==> src/rtl/qam64_symbol_demapper.sv <==
// 64-QAM hard-decision demapper: slices I/Q to the nearest level, Gray-decodes and serialises 6 bits/symbol.
// Optional off-grid counter is built when DEMAP_ERRCNT_EN is defined.
module qam64_symbol_demapper #(
  parameter int CNT_W   = 16,
  parameter int I_FIRST = 1
) (
  input  logic             data_clk,
  input  logic             rst,
  input  logic             enable,
  input  logic             symbol_valid,
  input  logic [3:0]       i_data,
  input  logic [3:0]       q_data,
  output logic             symbol_ready,
  input  logic             bit_ready,
  output logic             data_out,
  output logic             bit_valid,
  output logic             symbol_start,
  output logic [CNT_W-1:0] err_count
);

  typedef enum logic {IDLE, SHIFT} state_t;

  state_t            state, state_nxt;
  logic [2:0]        bit_cnt, bit_cnt_nxt;
  logic [5:0]        sym_p1, sym_nxt;
  logic [5:0]        sym_p0;
  logic signed [3:0] i_s, q_s;
  logic              transfer;
  logic              last_bit;

  // Nearest level via (x+8)>>1, then binary-to-Gray; even inputs land on the level above.
  function automatic logic [2:0] slice_gray(input logic signed [3:0] x);
    logic signed [4:0] biased;
    logic [2:0]        idx;
    biased = 5'(x) + 5'sd8;
    idx    = 3'(biased >>> 1);
    return idx ^ (idx >> 1);
  endfunction

  assign i_s    = i_data;
  assign q_s    = q_data;
  assign sym_p0 = (I_FIRST != 0) ? {slice_gray(i_s), slice_gray(q_s)}
                                 : {slice_gray(q_s), slice_gray(i_s)};

  assign last_bit     = (state == SHIFT) && (bit_cnt == 3'd5);
  assign symbol_ready = enable & ~rst & ((state == IDLE) | (last_bit & bit_ready));
  assign transfer     = symbol_valid & symbol_ready;

  assign bit_valid    = (state == SHIFT) & ~rst;
  assign data_out     = bit_valid & sym_p1[3'd5 - bit_cnt];
  assign symbol_start = bit_valid & (bit_cnt == 3'd0);

  always_comb begin
    state_nxt   = state;
    bit_cnt_nxt = bit_cnt;
    sym_nxt     = sym_p1;
    case (state)
      IDLE: begin
        if (transfer) begin
          state_nxt   = SHIFT;
          bit_cnt_nxt = 3'd0;
          sym_nxt     = sym_p0;
        end
      end
      SHIFT: begin
        if (bit_ready) begin
          if (!last_bit) begin
            bit_cnt_nxt = bit_cnt + 3'd1;
          end else if (transfer) begin
            bit_cnt_nxt = 3'd0;
            sym_nxt     = sym_p0;
          end else begin
            state_nxt = IDLE;
          end
        end
      end
      default: state_nxt = IDLE;
    endcase
  end

  // Stage p1: held symbol word and serialiser position
  always_ff @(posedge data_clk) begin
    if (rst) begin
      state   <= IDLE;
      bit_cnt <= 3'd0;
      sym_p1  <= 6'd0;
    end else begin
      state   <= state_nxt;
      bit_cnt <= bit_cnt_nxt;
      sym_p1  <= sym_nxt;
    end
  end

`ifdef DEMAP_ERRCNT_EN
  function automatic logic [CNT_W-1:0] sat_inc(input logic [CNT_W-1:0] x);
    return (x == {CNT_W{1'b1}}) ? x : x + 1'b1;
  endfunction

  logic [CNT_W-1:0] err_cnt_p1;

  always_ff @(posedge data_clk) begin
    if (rst) begin
      err_cnt_p1 <= '0;
    end else if (transfer && (!i_data[0] || !q_data[0])) begin
      err_cnt_p1 <= sat_inc(err_cnt_p1);
    end
  end

  assign err_count = err_cnt_p1;
`else
  assign err_count = '0;
`endif

endmodule

==> config.mk <==
export PLATFORM = sky130hd
export DESIGN_NAME = qam64_symbol_demapper
export DESIGN_NICKNAME = d
export VERILOG_FILES = /design/src/rtl/qam64_symbol_demapper.sv
export SDC_FILE = /design/constraint.sdc
export NUM_CORES = 1
export LEC_CHECK = 0
export ABC_AREA = 1
export BUFFER_PORTS_ARGS = -buffer_cell sky130_fd_sc_hd__buf_2
export CORE_MARGIN = 1
export CORE_UTILIZATION = 50
export CTS_CLUSTER_SIZE = 10
export DETAILED_ROUTE_END_ITERATION = 8
export PLACE_DENSITY = 0.83
export SYNTH_ARGS = -nofsm -noshare
export SYNTH_HDL_FRONTEND = slang
export SYNTH_SLANG_ARGS = --single-unit
==> constraint.sdc <==
create_clock -name data_clk -period 3.7 [get_ports data_clk]
set_input_delay 0.185 -clock data_clk [delete_from_list [all_inputs] [get_ports data_clk]]
set_output_delay 0.185 -clock data_clk [all_outputs]
set_load 0.01 [all_outputs]
==> results.sh, run 1 <==
export IMPL_outcome="completed"
export IMPL_worstSetupEndpointType="primary output"
export IMPL_ys_seq_area_share_pct=25.60
export IMPL_layout_drive_gt1_share_pct=26.67
export IMPL_maxSlewViolCount=0
export IMPL_h_tree_depth=1
export IMPL_grt_util_met2_pct=25.94
export IMPL_pre_cts_slack_ns=2.217
export IMPL_finalCriticalPeriod_ns=1.788
export IMPL_max_clock_freq_mhz=559.3
export IMPL_setup_viol=0
export IMPL_die_h_um=41.55
export IMPL_place_congestion=0.7583
export IMPL_via_count=633
export IMPL_path_max_fanout=5
export IMPL_wl_per_cell_um=9.215
export IMPL_cpPeakStageDelay_ns=0.33
export IMPL_rows=13
export IMPL_cp_arrival_ns=1.60
export IMPL_clock_skew_ns=0.007695
export IMPL_layout_worst_path_cycle_share_pct=48.32
export IMPL_syn_inst=105
export IMPL_synth_ff_latch_count=10
export IMPL_grt_overflow_total=0
export IMPL_ys_flop_type="dfxtp_1"
export IMPL_syn_to_final_growth_pct=4.640
export IMPL_place_detailed_hpwl_mm=1.022
export IMPL_ctsResizeCount=0
export IMPL_critPathSlowestCell="dfxtp_1"
export IMPL_startpoint_type="register"
export IMPL_io_buffers=14
export IMPL_core_region_area_mm2=0.001383
export IMPL_grt_met3_usage_pct=6.522
export IMPL_hold_violations=0
export IMPL_dieWidth_um=41.55
export IMPL_grt_pass1_wl_mm=2.145
export IMPL_antenna_found_initial=0
export IMPL_grt_use_total_pct=16.04
export IMPL_ioPinCount=33
export IMPL_ys_warn_count=0
export IMPL_cp_required_ns=3.51
export IMPL_cp_common_cell="inv_1"
export IMPL_cts_clk_slew_worst_paths_ns=0.06
export IMPL_rsz0062_at_grt="no"
export IMPL_grt_pass1_vias=520
export IMPL_via_per_inst=4.689
export IMPL_grt_most_used_layer="met2"
export IMPL_synth_async_reset_ratio_pct=0
export IMPL_setup_tns_final_ns=0
export IMPL_post_cts_buffers=0
export IMPL_cts_buffers=3
export IMPL_diodes=0
export IMPL_syn_mean_instance_area_um2=7.448
export IMPL_nets=138
export IMPL_cts_hold_repair_buffers=0
export IMPL_cap_violations=0
export IMPL_leakage_nw=0.4558
export IMPL_ys_types=26
export IMPL_grt_use_met1_pct=19.73
export IMPL_firstDrtPassIters=4
export IMPL_start_util_pct=56.56
export IMPL_drt_total_wl_mm=1.244
export IMPL_dieArea_mm2=0.001726
export IMPL_drtIter0Drc=8
export IMPL_netlist_area_um2=782.0
export IMPL_insertion_delay_ns=0.27
export IMPL_min_path_type="input pin to register"
export IMPL_path_cells="inv_1, ha_1, nand2_2, nand2_4, inv_1, nor2_1, nand2_1, inv_1, buf_2"
export IMPL_drc=0
export IMPL_setup_ws_ns=1.912
export IMPL_cts_sinks=10
export IMPL_synth_edf_count=0
export IMPL_ir_drop_mv=0.1762
export IMPL_grt_start_max_net_pins=16
export IMPL_ant_nets=0
export IMPL_critical_path_class="register to primary output"
export IMPL_powerDensity_mw_per_mm2=309.1
export IMPL_fill_cells=128
export IMPL_clk_path_buf_depth=2
export IMPL_clock_root_buffer="clkbuf_4"
export IMPL_cts_tree="done"
cells by family after synthesis:
family | share of synthesized area [%]
xor gates and xnor gates | 5.601
DFF | 25.60
other | 0.4795
AOI/OAI and AO/OA | 9.921
buffers and inverters | 25.92
adders and majority gates | 4.801
and+or+nand+nor | 27.68
Yosys cell counts (2+ instances only):
cell type / instances / area [µm²]
inv_1: 18 / 67.56
buf_4: 16 / 120.1
nand2_1: 16 / 60.06
dfxtp_1: 10 / 200.2
nor2_1: 7 / 26.28
nand3_1: 6 / 30.03
o21ai_2: 4 / 35.03
ha_1: 3 / 37.54
xor2_1: 3 / 26.28
a21oi_1: 2 / 10.01
nand2_2: 2 / 12.51
nor2_2: 2 / 12.51
o21ai_0: 2 / 10.01
xnor2_1: 2 / 17.52
power by group:
| group | switching, W | internal, W |
|---|---|---|
| clock | 0.0000357 | 0.0000375 |
| sequential | 0.00000578 | 0.000114 |
| combinational | 0.0000383 | 0.0000214 |
state kept, by name (all words and copies together), names as in the netlist:
name,count
sym_p1,6
state,1
bit_cnt,3
layer usage:
| layer | wire length [µm] | vias up | part of all wire [%] |
|---|---|---|---|
| li1 | - | 324 | - |
| met1 | 518 | 285 | 42 |
| met2 | 646 | 21 | 52 |
| met3 | 69 | 3 | 5.5 |
| met4 | 10 | 0 | 0.80 |
| met5 | 0 | - | 0 |
stage by stage:
stage / hold slack (ns) / area [µm²] / utilization, % / std cells / total power (W)
after floorplan: 0.2474 / 838.3 / - / 120 / 0.0001786
after global placement: 0.4526 / 795.8 / 57.56 / 132 / 0.0001794
after detailed placement: 0.4585 / 795.8 / 57.56 / 132 / 0.0001820
after CTS: 0.1846 / 818.3 / 59.19 / 135 / 0.0002548
after global routing: 0.1964 / 818.3 / 59.19 / 135 / 0.0002685
final: 0.1887 / 818.3 / 59.19 / 135 / 0.0002529
worst max-delay path, delay by kind of cell (launching register included):
kind	cells	cell delay (ns)
adders and majority gates	1	0.21
DFF	1	0.33
buffers and inverters	4	0.36
and+or+nand+nor	4	0.43
cell type report:
type | instances | area, µm² | share of cell area (%)
Clock buffer | 3 | 22.52 | 2.752
Timing Repair Buffer | 14 | 70.07 | 8.563
Tap cell | 15 | 18.77 | 2.294
Sequential cell | 10 | 200.2 | 24.46
Inverter | 19 | 71.32 | 8.716
Multi-Input combinational cell | 74 | 435.4 | 53.21
path summary, 6_finish.rpt:
kind                                  from  cells past startpoint  slack (ns)           end
worst max-delay path            bit_cnt[1]                      9        1.91  symbol_ready
worst min register to register   sym_p1[3]                      2        0.47     sym_p1[3]
worst max register to register  bit_cnt[1]                      7        2.23     sym_p1[0]
worst min-delay path             q_data[1]                      3        0.19     sym_p1[0]
cell usage in the layout (no fill, tap or decap):
cell,count
clkbuf_4,3
nor2_2,2
nand2_2,2
conb_1,16
nand4_4,1
o31ai_1,1
inv_1,18
or2_2,1
nor2_1,7
o21ai_2,4
ha_1,3
nand2_1,16
nor2_8,1
a21oi_2,1
nand3_1,6
nand3_2,1
xor2_1,3
o21ai_0,2
buf_2,14
o22ai_1,1
nand2_4,1
nand4_1,1
xnor2_1,2
a21oi_1,2
dfxtp_1,10
inv_2,1
Note: power is estimated with default switching activity, not from simulation.
==> inputs of run 2 (changes only) <==
--- a/config.mk
+++ b/config.mk
@@ -8,10 +8,10 @@
 export ABC_AREA = 1
 export BUFFER_PORTS_ARGS = -buffer_cell sky130_fd_sc_hd__buf_2
 export CORE_MARGIN = 1
-export CORE_UTILIZATION = 50
+export CORE_UTILIZATION = 46
 export CTS_CLUSTER_SIZE = 10
 export DETAILED_ROUTE_END_ITERATION = 8
-export PLACE_DENSITY = 0.83
+export PLACE_DENSITY = 0.77
 export SYNTH_ARGS = -nofsm -noshare
 export SYNTH_HDL_FRONTEND = slang
 export SYNTH_SLANG_ARGS = --single-unit
==> constraint.sdc (replaced) <==
create_clock -name data_clk -period 1.7 [get_ports data_clk]
set_input_delay 0.085 -clock data_clk [delete_from_list [all_inputs] [get_ports data_clk]]
set_output_delay 0.085 -clock data_clk [all_outputs]
set_load 0.01 [all_outputs]
==> results.sh, run 2 (synthesis results as in run 1) <==
export IMPL_outcome="completed"
export IMPL_final_cell_mix="inv_1 (17), nand2_1 (16), conb_1 (16), buf_2 (14), dfxtp_1 (10)"
export IMPL_core_region_area_mm2=0.001541
export IMPL_firstDrtPassIters=4
export IMPL_setup_viol=0
export IMPL_power_share_combinational_pct=21.8
export IMPL_clockPowerShare_pct=34.8
export IMPL_ioPinCount=33
export IMPL_clock_skew_ns=0.001254
export IMPL_hold_violations=0
export IMPL_cts_buffers=3
export IMPL_cp_common_cell="inv_1"
export IMPL_via_per_inst=4.613
export IMPL_finalCriticalPeriod_ns=1.555
export IMPL_drc=0
export IMPL_grt_overflow_total=0
export IMPL_antenna_found_initial=0
export IMPL_path_cells="inv_2, ha_1, nand2_2, nand2_4, inv_1, nor2_2, nand2_1, inv_1, buf_2"
export IMPL_multi_input_area_um2=437.9
export IMPL_rsz0062_at_grt="no"
export IMPL_ir_drop_mv=0.5182
export IMPL_regArea_um2=200.2
export IMPL_drtIter0Drc=9
export IMPL_cp_required_ns=1.62
export IMPL_path_max_fanout=5
export IMPL_grt_pass1_vias=523
export IMPL_clk_path_buf_depth=2
export IMPL_clock_root_buffer="clkbuf_4"
export IMPL_io_buffers=14
export IMPL_max_clock_freq_mhz=643.0
export IMPL_cpPeakStageDelay_ns=0.34
export IMPL_fill_cells=161
export IMPL_top_register="sym_p1"
export IMPL_place_congestion=0.7344
export IMPL_maxSlewViolCount=0
export IMPL_wl_per_cell_um=8.847
export IMPL_cts_sinks=10
export IMPL_grt_pass1_wl_mm=2.076
export IMPL_largest_reg_flops=6
export IMPL_setup_tns_final_ns=0
export IMPL_critical_path_class="register to primary output"
export IMPL_via_count=632
export IMPL_start_util_pct=50.73
export IMPL_p_sw_w=0.0001740
export IMPL_min_path_type="input pin to register"
export IMPL_rows=14
export IMPL_grt_start_max_net_pins=16
export IMPL_layoutNonFillerInstCount=137
export IMPL_grt_use_total_pct=15.03
export IMPL_p_int_w=0.0004261
export IMPL_layout_worst_path_cycle_share_pct=91.49
export IMPL_final_common_cell="inv_1"
export IMPL_startpoint_type="register"
export IMPL_power_frac_seq_pct=43.5
export IMPL_cp_arrival_ns=1.47
export IMPL_swShare_pct=29.00
export IMPL_die_h_um=43.23
export IMPL_reg_top3="sym_p1: 6 flops, bit_cnt: 3 flops, state: 1 flops"
export IMPL_dpl_cell_count=133
export IMPL_insertion_delay_ns=0.26
export IMPL_leakage_nw=0.4639
export IMPL_cts_tree="done"
export IMPL_nets=138
export IMPL_h_tree_depth=1
export IMPL_worstSetupEndpointType="primary output"
export IMPL_syn_to_final_growth_pct=6.880
export IMPL_place_detailed_hpwl_um=955.6
export IMPL_diodes=0
export IMPL_layout_drive_gt1_share_pct=28.93
export IMPL_powerDensity_mw_per_mm2=718.0
export IMPL_dieArea_mm2=0.001869
export IMPL_cts_clk_slew_worst_paths_ns=0.06
export IMPL_cap_violations=0
export IMPL_ant_nets=0
export IMPL_drt_total_wl_mm=1.212
export IMPL_critPathSlowestCell="dfxtp_1"
export IMPL_dieWidth_um=43.23
## run 2: cell types whose count changed in the layout (fill, tap and decap cells not counted)
cell | before | now
clkbuf_8 | 0 | 1
inv_1 | 18 | 17
inv_2 | 1 | 2
nor2_1 | 7 | 6
nor2_2 | 2 | 3
## run 2: area by class of cell
cell class | instances | area share [%]
Clock buffer | 4 | 4.341
Timing Repair Buffer | 14 | 8.383
Inverter | 19 | 8.533
Tap cell | 16 | 2.395
Multi-Input combinational cell | 74 | 52.40
Sequential cell | 10 | 23.95
## run 2: stage by stage
step	utilization (%)	total power [W]	worst slack [ns]	hold slack [ns]	cell area [µm²]
floorplan	-	0.0003888	0.4473	0.1474	838.3
global route	54.22	0.0006459	0.01068	0.07522	835.8
finish	54.22	0.0006001	0.1447	0.08334	835.8
detailed placement	51.70	0.0003952	0.2462	0.3609	797.0
CTS	54.06	0.0006074	0.02498	0.07927	833.3
global placement	51.70	0.0003909	0.2674	0.3532	797.0
## run 2: worst max-delay path: cells and delay by family (launching register included)
family / cells / cell delay, ns
adder cells (fa/ha/maj): 1 / 0.19
buffers and inverters: 4 / 0.31
flip-flops: 1 / 0.34
AND/OR/NAND/NOR: 4 / 0.36
## run 2: what timing repair did
| action | 4_1_cts | 5_1_grt |
|---|---|---|
| resized for setup | 0 | 2 |
| setup buffers | 0 | 0 |
| hold buffers | 0 | 0 |
| setup endpoints to repair | 0 | 1 |
## run 2: final timing paths
check,from,to,slack [ns],depth (start not counted)
setup / recovery,bit_cnt[1],symbol_ready,0.14,9
hold / removal,rst,state,0.08,2
setup reg to reg,bit_cnt[1],sym_p1[0],0.29,7
hold reg to reg,sym_p1[3],sym_p1[3],0.47,2
## run 2: power groups by stage
stage	sequential (W)	clock [W]	combinational, W
after detailed placement	0.000266	0	0.000130
after CTS	0.000260	0.000217	0.000130
after floorplan	0.000263	0	0.000125
after global placement	0.000266	0	0.000125
final	0.000261	0.000209	0.000131
after global routing	0.000263	0.000234	0.000149
## run 2: layer usage
| layer | wire length [µm] | global-route usage, % | vias up |
|---|---|---|---|
| met5 | 0 | 0 | - |
| li1 | - | - | 323 |
| met1 | 508 | 15.54 | 290 |
| met3 | 82 | 8.085 | 0 |
| met4 | 0 | 3.636 | 0 |
| met2 | 621 | 26.27 | 19 |
==> inputs of run 3 (changes only) <==
--- a/config.mk
+++ b/config.mk
@@ -11,6 +11,7 @@
 export CORE_UTILIZATION = 46
 export CTS_CLUSTER_SIZE = 10
 export DETAILED_ROUTE_END_ITERATION = 8
+export MAX_ROUTING_LAYER = met4
 export PLACE_DENSITY = 0.77
 export SYNTH_ARGS = -nofsm -noshare
 export SYNTH_HDL_FRONTEND = slang
==> constraint.sdc (replaced) <==
create_clock -name data_clk -period 1.7 [get_ports data_clk]
set_input_delay 0.255 -clock data_clk [delete_from_list [all_inputs] [get_ports data_clk]]
set_output_delay 0.255 -clock data_clk [all_outputs]
set_load 0.01 [all_outputs]
==> results.sh, run 3 (synthesis results as in run 1) <==
export IMPL_outcome="completed"
export IMPL_finalCriticalPeriod_ns=1.592
export IMPL_cts_tree="done"
export IMPL_syn_to_final_growth_pct=10.88
export IMPL_via_count=628
export IMPL_largest_reg_flops=6
export IMPL_top_layer="met4"
export IMPL_insertion_delay_ns=0.26
export IMPL_clk_path_buf_depth=2
export IMPL_wl_per_cell_um=9.022
export IMPL_cts_hold_repair_buffers=0
export IMPL_ioPinCount=33
export IMPL_cts_clk_slew_worst_paths_ns=0.06
export IMPL_cts_sinks=10
export IMPL_max_clock_freq_mhz=628.3
export IMPL_hold_slack_ns=0.2480
export IMPL_firstDrtPassIters=4
export IMPL_dieWidth_um=43.23
export IMPL_grt_pass1_wl_mm=2.187
export IMPL_cp_arrival_ns=1.34
export IMPL_layout_worst_path_cycle_share_pct=93.62
export IMPL_worstSetupEndpointType="primary output"
export IMPL_maxSlewViolCount=0
export IMPL_setup_viol=0
export IMPL_min_path_type="input pin to register"
export IMPL_finalPower_w=0.0006104
export IMPL_io_buffers=14
export IMPL_setup_ws_ns=0.1084
export IMPL_critPathSlowestCell="dfxtp_2"
export IMPL_final_common_cell="inv_1"
export IMPL_ir_drop_mv=0.5521
export IMPL_start_util_pct=50.73
export IMPL_via_per_inst=4.518
export IMPL_top_register="sym_p1"
export IMPL_cap_violations=0
export IMPL_path_cells="inv_2, ha_4, nand2_2, nand2_4, inv_1, nor2_2, nand2_1, inv_1, buf_2"
export IMPL_core_region_area_mm2=0.001541
export IMPL_layoutNonFillerInstCount=139
export IMPL_startpoint_type="register"
export IMPL_clock_skew_ns=0.001122
export IMPL_drc=0
export IMPL_antenna_found_initial=0
export IMPL_diodes=0
export IMPL_leakage_nw=0.4747
export IMPL_ant_nets=0
export IMPL_drtIter0Drc=10
export IMPL_regArea_um2=203.9
export IMPL_cpPeakStageDelay_ns=0.34
export IMPL_critical_path_class="register to primary output"
export IMPL_powerDensity_mw_per_mm2=703.9
export IMPL_layout_drive_gt1_share_pct=33.33
export IMPL_dieArea_mm2=0.001869
export IMPL_pre_cts_slack_ns=0.1619
export IMPL_place_detailed_hpwl_um=946.6
export IMPL_grt_pass1_vias=549
export IMPL_cp_required_ns=1.44
export IMPL_cts_buffers=3
export IMPL_grt_start_max_net_pins=16
export IMPL_cp_common_cell="inv_1"
export IMPL_drt_met1_wl_um=509
export IMPL_fill_cells=148
export IMPL_die_h_um=43.23
export IMPL_wl_met2_um=650
export IMPL_grt_overflow_total=0
export IMPL_place_congestion=0.7422
export IMPL_multi_input_area_um2=450.4
export IMPL_rsz0062_at_grt="no"
export IMPL_dpl_cell_count=133
export IMPL_hold_violations=0
export IMPL_drt_total_wl_mm=1.254
export IMPL_h_tree_depth=1
export IMPL_reg_top3="sym_p1: 6 flops, bit_cnt: 3 flops, state: 1 flops"
export IMPL_final_cell_mix="inv_1 (17), nand2_1 (16), conb_1 (16), buf_2 (14), dfxtp_1 (7)"
export IMPL_path_max_fanout=4
export IMPL_rows=14
export IMPL_route_met3_wl_um=83
export IMPL_path_delay_family="flip-flops"
export IMPL_nets=140
export IMPL_crit_buf_inv=4
export IMPL_grt_use_total_pct=16.24
export IMPL_setup_tns_final_ns=0
export IMPL_clock_root_buffer="clkbuf_4"
==> run 3: cell types whose count changed in the layout (fill, tap and decap cells not counted), sizes merged <==
cell  change
buf       +2
==> run 3: timing repair <==
action,in CTS,in global routing
pin swaps,1,3
setup buffers,2,0
endpoints found under the hold margin,0,0
resized for setup,3,4
endpoints found under the setup margin,1,2
==> run 3: layer usage <==
metal	track usage, %	vias to the layer above
li1	-	324
met1	16.58	283
met2	26.87	19
met3	8.085	2
met4	5.455	0
met5	-	-
==> run 3: worst reg2reg max path, stage by stage (launching register included) <==
cell,delay (ns)
dfxtp_2,0.34
inv_2,0.07
ha_4,0.13
nand2_2,0.07
nand2_4,0.09
nand4_4,0.25
nand2_1,0.19
nor2_1,0.06
==> run 3: through the flow <==
step / utilization [%] / cell area [µm²]
finish: 56.25 / 867.1
global route: 56.25 / 867.1
CTS: 55.36 / 853.3
global placement: 51.70 / 797.0
detailed placement: 51.70 / 797.0
floorplan: - / 838.3
==> run 3: area by class of cell <==
type,count,area share [%]
clock buffers,4,4.185
well taps,16,2.309
multi-input cells,74,51.95
repair buffers,16,9.812
inverters,19,8.225
flip-flops and latches,10,23.52
==> run 3: power breakdown <==
| part | switching (W) | total (W) | internal, W |
|---|---|---|---|
| registers | 0.0000121 | 0.000261 | 0.000249 |
| logic | 0.0000850 | 0.000138 | 0.0000529 |
| clock network | 0.0000810 | 0.000211 | 0.000130 |
| total | 0.000178 | 0.000610 | 0.000432 |
==> run 3: final timing paths <==
kind / startpoint / end / slack (ns) / cells after the start
max: bit_cnt[1] / symbol_ready / 0.11 / 9
min: rst / state / 0.25 / 2
max reg2reg: bit_cnt[1] / bit_cnt[1] / 0.40 / 7
min reg2reg: sym_p1[3] / sym_p1[3] / 0.47 / 2
